==> config.mk <==
export PLATFORM = sky130hd
export DESIGN_NAME = instruction_sequencer_flat
export DESIGN_NICKNAME = d
export VERILOG_FILES = /design/src/rtl/instruction_sequencer_pkg.sv /design/src/rtl/instruction_sequencer_if.sv /design/src/rtl/instruction_sequencer_nmi_edge_latch.sv /design/src/rtl/instruction_sequencer.sv /design/src/flat_wrapper.sv
export SDC_FILE = /design/constraint.sdc
export NUM_CORES = 1
export LEC_CHECK = 0
export ABC_CLOCK_PERIOD_IN_PS = 2800
export BUFFER_PORTS_ARGS = -buffer_cell sky130_fd_sc_hd__buf_2
export CORE_ASPECT_RATIO = 1.25
export CORE_UTILIZATION = 40
export DETAILED_ROUTE_END_ITERATION = 6
export HOLD_SLACK_MARGIN = 0.15
export PLACE_DENSITY = 0.73
export SKIP_CTS_REPAIR_TIMING = 1
export SYNTH_ARGS = -nofsm -noshare
export SYNTH_HDL_FRONTEND = slang
export SYNTH_SLANG_ARGS = --single-unit
==> constraint.sdc <==
create_clock -name clk -period 2.8 [get_ports clk]
set_input_delay 0.28 -clock clk [delete_from_list [all_inputs] [get_ports clk]]
set_output_delay 0.28 -clock clk [all_outputs]
set_load 0.02 [all_outputs]
==> src/rtl/instruction_sequencer_pkg.sv <==
// Shared CPU package: sequencer state encoding, sequence lengths, and the
// decoder's command/address-mode enums. No ports; imported by the
// sequencer interface, the sequencer top and the bench.
package instruction_sequencer_pkg;

  // Sequencer state as seen on seq_state.
  typedef enum logic [2:0] {
    SEQ_RESET = 3'd0,
    SEQ_FETCH = 3'd1,
    SEQ_ADDR  = 3'd2,
    SEQ_FIXUP = 3'd3,
    SEQ_OP    = 3'd4,
    SEQ_INT   = 3'd5
  } seq_state_e;

  // Legacy-compatible state constants used inside the FSM; values match seq_state_e.
  localparam logic [2:0] ST_RESET_SEQ = 3'd0;
  localparam logic [2:0] ST_FETCH     = 3'd1;
  localparam logic [2:0] ST_ADDR      = 3'd2;
  localparam logic [2:0] ST_FIXUP     = 3'd3;
  localparam logic [2:0] ST_OP        = 3'd4;
  localparam logic [2:0] ST_INT       = 3'd5;

  // Fixed sequence lengths in advancing cycles.
  localparam logic [2:0] RESET_CYCLES = 3'd7;
  localparam logic [2:0] INT_CYCLES   = 3'd7;

  // Decoder command class.
  typedef enum logic [1:0] {
    CMD_NOP   = 2'd0,
    CMD_READ  = 2'd1,
    CMD_WRITE = 2'd2,
    CMD_RMW   = 2'd3
  } cmd_e;

  // Decoder addressing mode.
  typedef enum logic [2:0] {
    AM_IMPLIED  = 3'd0,
    AM_IMMED    = 3'd1,
    AM_ZPAGE    = 3'd2,
    AM_ABSOLUTE = 3'd3,
    AM_INDEXED  = 3'd4,
    AM_INDIRECT = 3'd5
  } addr_mode_e;

  // An operation-phase code of zero still takes one cycle.
  function automatic logic [2:0] op_cycles_f(input logic [2:0] code);
    logic [2:0] cycles;
    if (code == 3'd0) begin
      cycles = 3'd1;
    end else begin
      cycles = code;
    end
    return cycles;
  endfunction

endpackage

==> src/rtl/instruction_sequencer_if.sv <==
// Sequencer bus interface.
// master: decoder/interrupt side; drives ready, timing codes, page_cross,
//         irq, irq_mask, nmi; observes the sequencer status outputs.
// slave : the sequencer; consumes those inputs and drives seq_state, step,
//         sync, instr_done, int_active, int_is_nmi.
interface instruction_sequencer_if;
  import instruction_sequencer_pkg::*;

  logic       ready;
  logic [2:0] addressTimingCode;
  logic [2:0] opTimingCode;
  logic       page_cross;
  logic       irq;
  logic       irq_mask;
  logic       nmi;

  seq_state_e seq_state;
  logic [2:0] step;
  logic       sync;
  logic       instr_done;
  logic       int_active;
  logic       int_is_nmi;

  modport master (
    output ready, addressTimingCode, opTimingCode, page_cross, irq, irq_mask, nmi,
    input  seq_state, step, sync, instr_done, int_active, int_is_nmi
  );

  modport slave (
    input  ready, addressTimingCode, opTimingCode, page_cross, irq, irq_mask, nmi,
    output seq_state, step, sync, instr_done, int_active, int_is_nmi
  );
endinterface

==> src/rtl/instruction_sequencer_nmi_edge_latch.sv <==
// NMI edge detector and pending latch. The pin is registered twice; a 0->1
// step between the two registered copies sets the pending flag. Runs every
// clock, independent of the sequencer's ready stall.
// Ports: clk, rst (sync, active-high), i_nmi (raw request), i_clear (INT
// entry that serves NMI), o_pending (NMI awaiting service).
module nmi_edge_latch (
  input  logic clk,
  input  logic rst,
  input  logic i_nmi,
  input  logic i_clear,
  output logic o_pending
);

  logic r_nmi_q1;
  logic r_nmi_q2;
  logic r_pending;
  logic w_rise;

  assign w_rise    = r_nmi_q1 & ~r_nmi_q2;
  assign o_pending = r_pending;

  // NMI history and pending flag; a new edge beats a simultaneous clear.
  always_ff @(posedge clk) begin
    if (rst) begin
      r_nmi_q1  <= 1'b0;
      r_nmi_q2  <= 1'b0;
      r_pending <= 1'b0;
    end else begin
      r_nmi_q1 <= i_nmi;
      r_nmi_q2 <= r_nmi_q1;
      if (w_rise) begin
        r_pending <= 1'b1;
      end else if (i_clear) begin
        r_pending <= 1'b0;
      end else begin
        r_pending <= r_pending;
      end
    end
  end

endmodule

==> src/rtl/instruction_sequencer.sv <==
// Instruction sequencer: walks RESET_SEQ -> FETCH -> [ADDR -> [FIXUP]] ->
// OP -> (FETCH | INT) with a per-state step counter, stalling on ready=0.
// Ports: clk, rst (sync, active-high), bus (slave modport): ready, timing
// codes, page_cross, irq/irq_mask, nmi in; seq_state, step, sync,
// instr_done, int_active, int_is_nmi out. Status outputs are decoded only
// from registered state.
module instruction_sequencer
  import instruction_sequencer_pkg::*;
(
  input  logic                   clk,
  input  logic                   rst,
  instruction_sequencer_if.slave bus
);

  logic [2:0] r_state;
  logic [2:0] r_step;
  logic [2:0] r_addr_code;
  logic [2:0] r_op_code;
  logic       r_int_is_nmi;

  logic [2:0] w_next_state;
  logic       w_state_done;
  logic       w_op_last;
  logic       w_int_req;
  logic       w_enter_int;
  logic       w_nmi_clear;
  logic       w_nmi_pending;

  nmi_edge_latch u_nmi (
    .clk      (clk),
    .rst      (rst),
    .i_nmi    (bus.nmi),
    .i_clear  (w_nmi_clear),
    .o_pending(w_nmi_pending)
  );

  assign w_op_last   = (r_step == (op_cycles_f(r_op_code) - 3'd1));
  assign w_int_req   = w_nmi_pending | (bus.irq & ~bus.irq_mask);
  // irq/nmi are only consulted here, on an advancing last OP step.
  assign w_enter_int = bus.ready & (r_state == ST_OP) & w_op_last & w_int_req;
  assign w_nmi_clear = w_enter_int & w_nmi_pending;

  // Last-step detection and successor state for the current state.
  always_comb begin
    w_next_state = r_state;
    w_state_done = 1'b0;
    case (r_state)
      ST_RESET_SEQ: begin
        w_state_done = (r_step == (RESET_CYCLES - 3'd1));
        w_next_state = ST_FETCH;
      end
      ST_FETCH: begin
        w_state_done = 1'b1;
        if (bus.addressTimingCode != 3'd0) begin
          w_next_state = ST_ADDR;
        end else begin
          w_next_state = ST_OP;
        end
      end
      ST_ADDR: begin
        w_state_done = (r_step == (r_addr_code - 3'd1));
        if (bus.page_cross) begin
          w_next_state = ST_FIXUP;
        end else begin
          w_next_state = ST_OP;
        end
      end
      ST_FIXUP: begin
        w_state_done = 1'b1;
        w_next_state = ST_OP;
      end
      ST_OP: begin
        w_state_done = w_op_last;
        if (w_int_req) begin
          w_next_state = ST_INT;
        end else begin
          w_next_state = ST_FETCH;
        end
      end
      ST_INT: begin
        w_state_done = (r_step == (INT_CYCLES - 3'd1));
        w_next_state = ST_FETCH;
      end
      default: begin
        // Unreachable encodings recover through a full reset sequence.
        w_state_done = 1'b1;
        w_next_state = ST_RESET_SEQ;
      end
    endcase
  end

  // Sequencing registers; everything holds while ready is low.
  always_ff @(posedge clk) begin
    if (rst) begin
      r_state      <= ST_RESET_SEQ;
      r_step       <= 3'd0;
      r_addr_code  <= 3'd0;
      r_op_code    <= 3'd0;
      r_int_is_nmi <= 1'b0;
    end else if (bus.ready) begin
      if (w_state_done) begin
        r_state <= w_next_state;
        r_step  <= 3'd0;
      end else begin
        r_state <= r_state;
        r_step  <= r_step + 3'd1;
      end
      if (r_state == ST_FETCH) begin
        r_addr_code <= bus.addressTimingCode;
        r_op_code   <= bus.opTimingCode;
      end else begin
        r_addr_code <= r_addr_code;
        r_op_code   <= r_op_code;
      end
      if (w_enter_int) begin
        r_int_is_nmi <= w_nmi_pending;
      end else begin
        r_int_is_nmi <= r_int_is_nmi;
      end
    end else begin
      r_state      <= r_state;
      r_step       <= r_step;
      r_addr_code  <= r_addr_code;
      r_op_code    <= r_op_code;
      r_int_is_nmi <= r_int_is_nmi;
    end
  end

  assign bus.seq_state  = seq_state_e'(r_state);
  assign bus.step       = r_step;
  assign bus.sync       = (r_state == ST_FETCH);
  assign bus.instr_done = (r_state == ST_OP) & w_op_last;
  assign bus.int_active = (r_state == ST_INT);
  assign bus.int_is_nmi = r_int_is_nmi;

endmodule
==> src/flat_wrapper.sv <==
// flat-port wrapper written by rule: the top's interface ports become plain ports
module instruction_sequencer_flat import instruction_sequencer_pkg::*;
  (clk, rst, bus_ready, bus_addressTimingCode, bus_opTimingCode, bus_page_cross, bus_irq, bus_irq_mask, bus_nmi, bus_seq_state, bus_step, bus_sync, bus_instr_done, bus_int_active, bus_int_is_nmi);
  instruction_sequencer_if bus_i ();
  input  logic clk;
  input  logic rst;
  input wire logic [$bits(bus_i.ready)-1:0] bus_ready;
  input wire logic [$bits(bus_i.addressTimingCode)-1:0] bus_addressTimingCode;
  input wire logic [$bits(bus_i.opTimingCode)-1:0] bus_opTimingCode;
  input wire logic [$bits(bus_i.page_cross)-1:0] bus_page_cross;
  input wire logic [$bits(bus_i.irq)-1:0] bus_irq;
  input wire logic [$bits(bus_i.irq_mask)-1:0] bus_irq_mask;
  input wire logic [$bits(bus_i.nmi)-1:0] bus_nmi;
  output wire logic [$bits(bus_i.seq_state)-1:0] bus_seq_state;
  output wire logic [$bits(bus_i.step)-1:0] bus_step;
  output wire logic [$bits(bus_i.sync)-1:0] bus_sync;
  output wire logic [$bits(bus_i.instr_done)-1:0] bus_instr_done;
  output wire logic [$bits(bus_i.int_active)-1:0] bus_int_active;
  output wire logic [$bits(bus_i.int_is_nmi)-1:0] bus_int_is_nmi;
  assign bus_i.ready = bus_ready;
  assign bus_i.addressTimingCode = bus_addressTimingCode;
  assign bus_i.opTimingCode = bus_opTimingCode;
  assign bus_i.page_cross = bus_page_cross;
  assign bus_i.irq = bus_irq;
  assign bus_i.irq_mask = bus_irq_mask;
  assign bus_i.nmi = bus_nmi;
  assign bus_seq_state = bus_i.seq_state;
  assign bus_step = bus_i.step;
  assign bus_sync = bus_i.sync;
  assign bus_instr_done = bus_i.instr_done;
  assign bus_int_active = bus_i.int_active;
  assign bus_int_is_nmi = bus_i.int_is_nmi;
  instruction_sequencer u_core (.clk(clk), .rst(rst), .bus(bus_i));
endmodule
==> summary.txt, run 1 <==
Synth area leaders: dfxtp_1 32%, nor2_1 6.1%, a21oi_1 4.6%
Iter 0 DRT Violations: 8
metal3 WL: 60 µm
total core area: 2260 µm²
H-tree depth: 1
Sw Share: 24.1%
wl on met1: 852 µm
Area Overhead vs Synth: 15.7%
fin cells: 163
Post-Synth Simple-Gate Area: 25.5%
vias in the first global route: 833
synthesized area: 986 µm²
first-pass GRT wire length: 3.42 mm
CTS Root Cell: clkbuf_4
Syn Nets: 129
Syn Area/Cell: 8.73 µm²
leading area contributor after synthesis: dfxtp_1
FF+latch count, synth: 16
Worst Setup Start Kind: flop
worst slack, placed: 620 ps
NumNets Final: 149
Combinational Power Share: 9.7%
Synth Area in Compound Gates: 17.0%
Vias: 829
setup ws final: 477 ps
Slew HR: 68.1%
Cell variety after synth: 36
crit path capture type: output port
unrepaired setup endpoints after global routing: no
pwr dens: 384 nW/µm²
share of the synthesized area in the top cell type: 32.5%
number of diodes: 0
initial core utilization: 43.7%
HPWL Detailed: 1.57 mm
Worst VDD drop: 252 µV
xor/xnor share of the synthesized area: 8.76%
DR WL/cell: 12.4 µm
DRC viols: 0
critical path type: reg -> out
CTS buffer count: 3
post-route setup TNS: 0 ps
total grt overflow: 0
Min-Delay Path Class: in -> reg
CTS sink cnt: 16
final wirelength: 2.03 mm
fin crit share: 83.0%
Arr. time, crit path: 2040 ps
synth warn: 0
Final setup viols: 0
clock power share: 35.7%
# rows: 19
highest metal used: met4
Detail Route Antenna Nets: 0
# port buffers: 22
most common library cells after synthesis: 16 x dfxtp_1, 16 x nor2_1, 9 x a21oi_1, 7 x nor2b_1, 6 x inv_1
Die ar.: 2670 µm²
mean number of vias per cell: 5.09
Met2 Wirelength: 1.11 mm
Final Max Tran Viols: 0
adder-cell share of the synthesized area: 3.81%
total track usage: 17.5%
Leak Pwr: 0.000491 µW
MaxCap Viol Count: 0
clock-pin slew on the worst setup and hold paths: 100 ps
drt pass-1 iters: 2
Clock Skew: 4.38 ps
die width: 46.4 µm
largest net degree at the start of global routing: 20
CP required: 2520 ps
Post-synth ARST share: 0%
Psw: 106 µW
share of cells above drive strength 1: 25.0%
CTS tree: done
mux cell area share after synthesis: 7.11%
Top FF cell, synth: dfxtp_1
crit path time final: 2320 ps
post-synthesis instance total: 113
CP Max Fanout: 3
antenna violations before repair: 0
Flop pwr share: 54.6%
Worst-Margin Slew: 478 ps
FMAX: 0.431 GHz
Int Pwr: 332 µW
run status: completed
clock buffer depth: 2
Seq/Total Area, Yosys: 32.5%
main combinational cell family by area after synthesis: simple AND/OR/NAND/NOR gates
Clock Latency Late Sink: 290 ps
Post-synth EDFFs: 0
# IOs: 23
CP startpoint: u_core.r_op_code[2]$_SDFFE_PP0P_
Final Hold Viols: 0
worst r2r src: u_core.r_op_code[2]$_SDFFE_PP0P_
hold_sp: bus_nmi
Die Span Y: 57.5 µm
Cells after DPL: 159
gp weighted congestion: 0.752
[kinds of logic (layout without fill, tap and decap cells)]
| group | count (synthesis) | count (layout) |
|---|---|---|
| AND/OR/NAND/NOR | 47 | 47 |
| adder cells (fa/ha/maj) | 3 | 3 |
| multiplexers | 6 | 6 |
| flip-flops | 16 | 16 |
| buffers and inverters | 13 | 32 |
| AO/OA/AOI/OAI | 20 | 20 |
| XOR/XNOR | 8 | 8 |
[layer usage]
metal / up-vias / GRT usage [%]
met5: - / 0
met4: 0 / 6.30
met3: 2 / 1.90
met2: 15 / 30.2
met1: 385 / 21.3
li1: 427 / -
[power groups by stage]
stage | logic [µW] | clock network, µW | registers (µW)
2_1_floorplan | 24.4 | 0 | 246
3_3_place_gp | 41.3 | 0 | 244
3_5_place_dp | 42.5 | 0 | 244
4_1_cts | 42.7 | 159 | 239
5_1_grt | 46.8 | 166 | 240
6_report | 42.4 | 156 | 239
[placed cells by master, fill, tap and decap left out, drive strengths merged, types with 2 or more instances in the layout]
cell type | Yosys | routed
nor2 | 16 | 16
nand2b | 5 | 5
ha | 3 | 3
nand3 | 2 | 2
and2 | 2 | 2
inv | 6 | 6
nor3 | 4 | 4
mux2i | 4 | 4
buf | 3 | 22
nor2b | 7 | 7
xor2 | 3 | 3
mux2 | 2 | 2
nand2 | 3 | 3
nor4 | 2 | 2
dfxtp | 16 | 16
clkbuf | 4 | 4
a21oi | 9 | 9
o21ai | 2 | 2
xnor2 | 4 | 4
[final cells by class]
| cell class | count | area, µm² |
|---|---|---|
| flip-flops and latches | 16 | 320 |
| repair buffers | 22 | 110 |
| multi-input cells | 84 | 613 |
| inverters | 6 | 22.5 |
| clock buffers | 4 | 36.3 |
| fillers | 224 | 1120 |
| well taps | 31 | 38.8 |
[worst max-delay path, cell delays in order, from the launching register on]
cell and delay, ps:
dfxtp_1 350, o21bai_1 210, inv_1 70, ha_1 300, xnor2_1 130, nor3_2 320
and2_1 210, buf_2 170
[metrics by stage]
| step | cell area (µm²) | hold WS, ps | power, µW | utilization [%] |
|---|---|---|---|---|
| after floorplan | 986 | 408 | 271 | - |
| after global placement | 1100 | 447 | 286 | 48.9 |
| after detailed placement | 1100 | 458 | 287 | 48.9 |
| after CTS | 1140 | 198 | 441 | 50.5 |
| after global routing | 1140 | 207 | 453 | 50.5 |
| final | 1140 | 198 | 438 | 50.5 |
[flip-flops by register name, indices dropped and copies added, names as in the netlist]
register	flops
u_core.bus.step	3
u_core.u_nmi.r_nmi_q2	1
u_core.u_nmi.o_pending	1
u_core.bus.seq_state	3
u_core.bus.int_is_nmi	1
u_core.u_nmi.r_nmi_q1	1
u_core.r_op_code	3
u_core.r_addr_code	3
[final timing paths]
check	endpoint	slack (ps)	cells past startpoint
worst max-delay path	bus_instr_done	480	7
worst min-delay path	u_core.u_nmi.r_nmi_q1$_SDFF_PP0_	200	2
worst max register to register	u_core.bus.seq_state[1]$_SDFFE_PP0P_	630	8
worst min register to register	u_core.u_nmi.r_nmi_q2$_SDFF_PP0_	470	1
Power figures use the tool's default switching activity.
==> inputs of run 2 (changes only) <==
--- a/config.mk
+++ b/config.mk
@@ -5,13 +5,14 @@
 export SDC_FILE = /design/constraint.sdc
 export NUM_CORES = 1
 export LEC_CHECK = 0
-export ABC_CLOCK_PERIOD_IN_PS = 2800
+export ABC_AREA = 1
+export ABC_CLOCK_PERIOD_IN_PS = 2100
 export BUFFER_PORTS_ARGS = -buffer_cell sky130_fd_sc_hd__buf_2
 export CORE_ASPECT_RATIO = 1.25
 export CORE_UTILIZATION = 40
 export DETAILED_ROUTE_END_ITERATION = 6
 export HOLD_SLACK_MARGIN = 0.15
-export PLACE_DENSITY = 0.73
+export PLACE_DENSITY = 0.76
 export SKIP_CTS_REPAIR_TIMING = 1
 export SYNTH_ARGS = -nofsm -noshare
 export SYNTH_HDL_FRONTEND = slang
==> constraint.sdc (replaced) <==
create_clock -name clk -period 2.1 [get_ports clk]
set_input_delay 0.21 -clock clk [delete_from_list [all_inputs] [get_ports clk]]
set_output_delay 0.21 -clock clk [all_outputs]
set_load 0.02 [all_outputs]
==> run 2 against run 1 <==
Total power up 38%; routed wire length up 1.6%; clock skew down 3.7 ps; worst hold slack worse by 34 ps; clock-buffer cell count unchanged; final area up 2.1%; via count up 18%; synthesized cell count up 30%; synthesized area down 4.6%; clock power up 32%; largest cell class unchanged; largest power group unchanged.
==> summary.txt, run 2 <==
run status: completed
total core area: 2210 µm² (-2.1%)
setup slack, reg-to-reg: 210 ps (-420 ps)
mean number of vias per cell: 4.74 (-6.8%)
crit path time final: 1990 ps
clock buffer depth: 2 (unchanged)
Die ar.: 2550 µm² (-4.4%)
# IOs: 23 (unchanged)
antenna violations before repair: 0 (unchanged)
most common library cells after synthesis: 33 x nand2_1, 28 x inv_1, 16 x dfxtp_1, 14 x nor2_1, 12 x a21oi_1
drt pass-1 iters: 4 (+2)
DRC viols: 0 (unchanged)
Slew HR: 74.6% (+6.5 points)
most common cell in the netlist: nand2_1
MaxCap Viol Count: 0 (unchanged)
NumNets Final: 192 (+29%)
worst slack, placed: 275 ps (-346 ps)
gp weighted congestion: 0.814 (+8.3%)
Clock Latency Late Sink: 290 ps (about the same)
initial core utilization: 42.6% (-1.1 points)
DR WL/cell: 10.0 µm (-20%)
pwr dens: 518 nW/µm² (+35%)
Seq/Total Area, Yosys: 34.0% (+1.6 points)
Final Max Tran Viols: 0 (unchanged)
share of the synthesized area in the top cell type: 34.0% (+1.6 points)
Area Overhead vs Synth: 23.8%
fin crit share: 94.7%
crit path capture type: output port
clock-pin slew on the worst setup and hold paths: 90 ps (about the same)
post-route setup TNS: 0 ps (unchanged)
Syn Nets: 163 (+26%)
FF+latch count, synth: 16 (unchanged)
Syn Area/Cell: 6.40 µm² (-27%)
# rows: 19 (unchanged)
Worst VDD drop: 455 µV (+80%)
Post-synth EDFFs: 0 (unchanged)
setup ws final: 111 ps (-366 ps)
most frequent cells in the layout: 31 x nand2_1, 27 x inv_1, 21 x buf_2
CTS buffer count: 3 (unchanged)
CP required: 1890 ps (-630 ps)
first-pass GRT wire length: 3.51 mm (+2.6%)
total grt overflow: 0 (unchanged)
die width: 45.4 µm (-2.2%)
H-tree depth: 1 (unchanged)
Top FF cell, synth: dfxtp_1
Vias: 976 (+18%)
Cells after DPL: 198 (+25%)
Clock Skew: 0.685 ps (-3.69 ps)
final wirelength: 2.06 mm (+1.6%)
Detail Route Antenna Nets: 0 (unchanged)
largest net degree at the start of global routing: 15 (-25%)
Arr. time, crit path: 1780 ps (-260 ps)
synthesized area: 941 µm² (-4.6%)
synth warn: 0 (unchanged)
vias in the first global route: 877 (+5.3%)
leading area contributor after synthesis: dfxtp_1
Fillers: 231 (+3.1%)
number of diodes: 0 (unchanged)
Worst-Margin Slew: 381 ps (-97.2 ps)
Synth area leaders: dfxtp_1 34%, nand2_1 13%, inv_1 11%
CTS Root Cell: clkbuf_4
Post-synth ARST share: 0% (unchanged)
post-synthesis instance total: 147 (+30%)
HPWL Detailed: 1.61 mm (+2.6%)
# port buffers: 22 (unchanged)
critical path type: reg -> out
Leak Pwr: 0.000614 µW (+25%)
Iter 0 DRT Violations: 34 (+26)
total track usage: 18.3% (+0.85 points)
Die Span Y: 56.2 µm (-2.2%)
Cell variety after synth: 21 (-42%)
fin cells: 206 (+26%)
commonest non-fill, non-tap cell in the layout: nand2_1
Fin Hold WS: 164 ps (-33.7 ps)
Final setup viols: 0 (unchanged)
CP Max Fanout: 3 (unchanged)
Worst Setup Start Kind: flop
FMAX: 0.503 GHz
Util after Layout: 52.7% (+2.2 points)
Min-Delay Path Class: in -> reg
CTS sink cnt: 16 (unchanged)
Final Hold Viols: 0 (unchanged)
CTS tree: done
share of cells above drive strength 1: 22.9% (-2.1 points)
run 2: logic make-up after synthesis:
group	Yosys count	share of synthesized area, %
flops	16	34.0
fa+ha+maj	3	3.99
simple gates	69	32.7
buf+inv	31	12.5
compound gates	24	13.0
xor+xnor	4	3.72
run 2: layer usage:
layer / wire length (µm) / track usage [%] / up-vias
li1: - / - / 516
met1: 864 / 21.3 / 438
met2: 1090 / 30.8 / 17
met3: 74 / 3.25 / 5
met4: 36 / 8.66 / 0
met5: 0 / 0 / -
run 2: final timing paths:
path / start / to / cells after the start
worst max-delay path: u_core.r_op_code[2]$_SDFFE_PP0P_ / bus_instr_done / 12
worst min-delay path: bus_addressTimingCode[0] / u_core.r_addr_code[0]$_SDFFE_PP0P_ / 3
worst max register to register: u_core.r_op_code[2]$_SDFFE_PP0P_ / u_core.bus.seq_state[0]$_SDFFE_PP0P_ / 17
worst min register to register: u_core.u_nmi.r_nmi_q2$_SDFF_PP0_ / u_core.u_nmi.o_pending$_SDFFE_PP0P_ / 1
run 2: metrics by stage:
step / cell area (µm²) / total power [µW]
floorplan: 941 / 375
global placement: 1080 / 399
detailed placement: 1080 / 401
CTS: 1120 / 602
global route: 1160 / 632
finish: 1160 / 603
run 2: worst max-delay path: stages (launching register included):
cell and delay, ps:
dfxtp_2 330, inv_1 80, nand2_2 70, nand2_2 60, inv_1 40, ha_1 280
inv_1 40, nand2_1 50, nand2_1 50, nor2_1 80, nand3_1 90, nor2_2 180
buf_6 140
run 2: layout make-up:
| cell class | count | area, µm² | share of cell area, % |
|---|---|---|---|
| Multi-Input combinational cell | 100 | 508 | 43.6 |
| Inverter | 29 | 109 | 9.34 |
| Timing Repair Buffer | 26 | 151 | 13.0 |
| Tap cell | 31 | 38.8 | 3.33 |
| Sequential cell | 16 | 322 | 27.6 |
| Clock buffer | 4 | 36.3 | 3.11 |
run 2: power breakdown:
group / leakage (µW) / total, µW / internal, µW / switching [µW]
logic: 0.000462 / 76.3 / 32.0 / 44.3
registers: 0.000130 / 321 / 312 / 9.43
clock network: 0.0000210 / 206 / 106 / 100
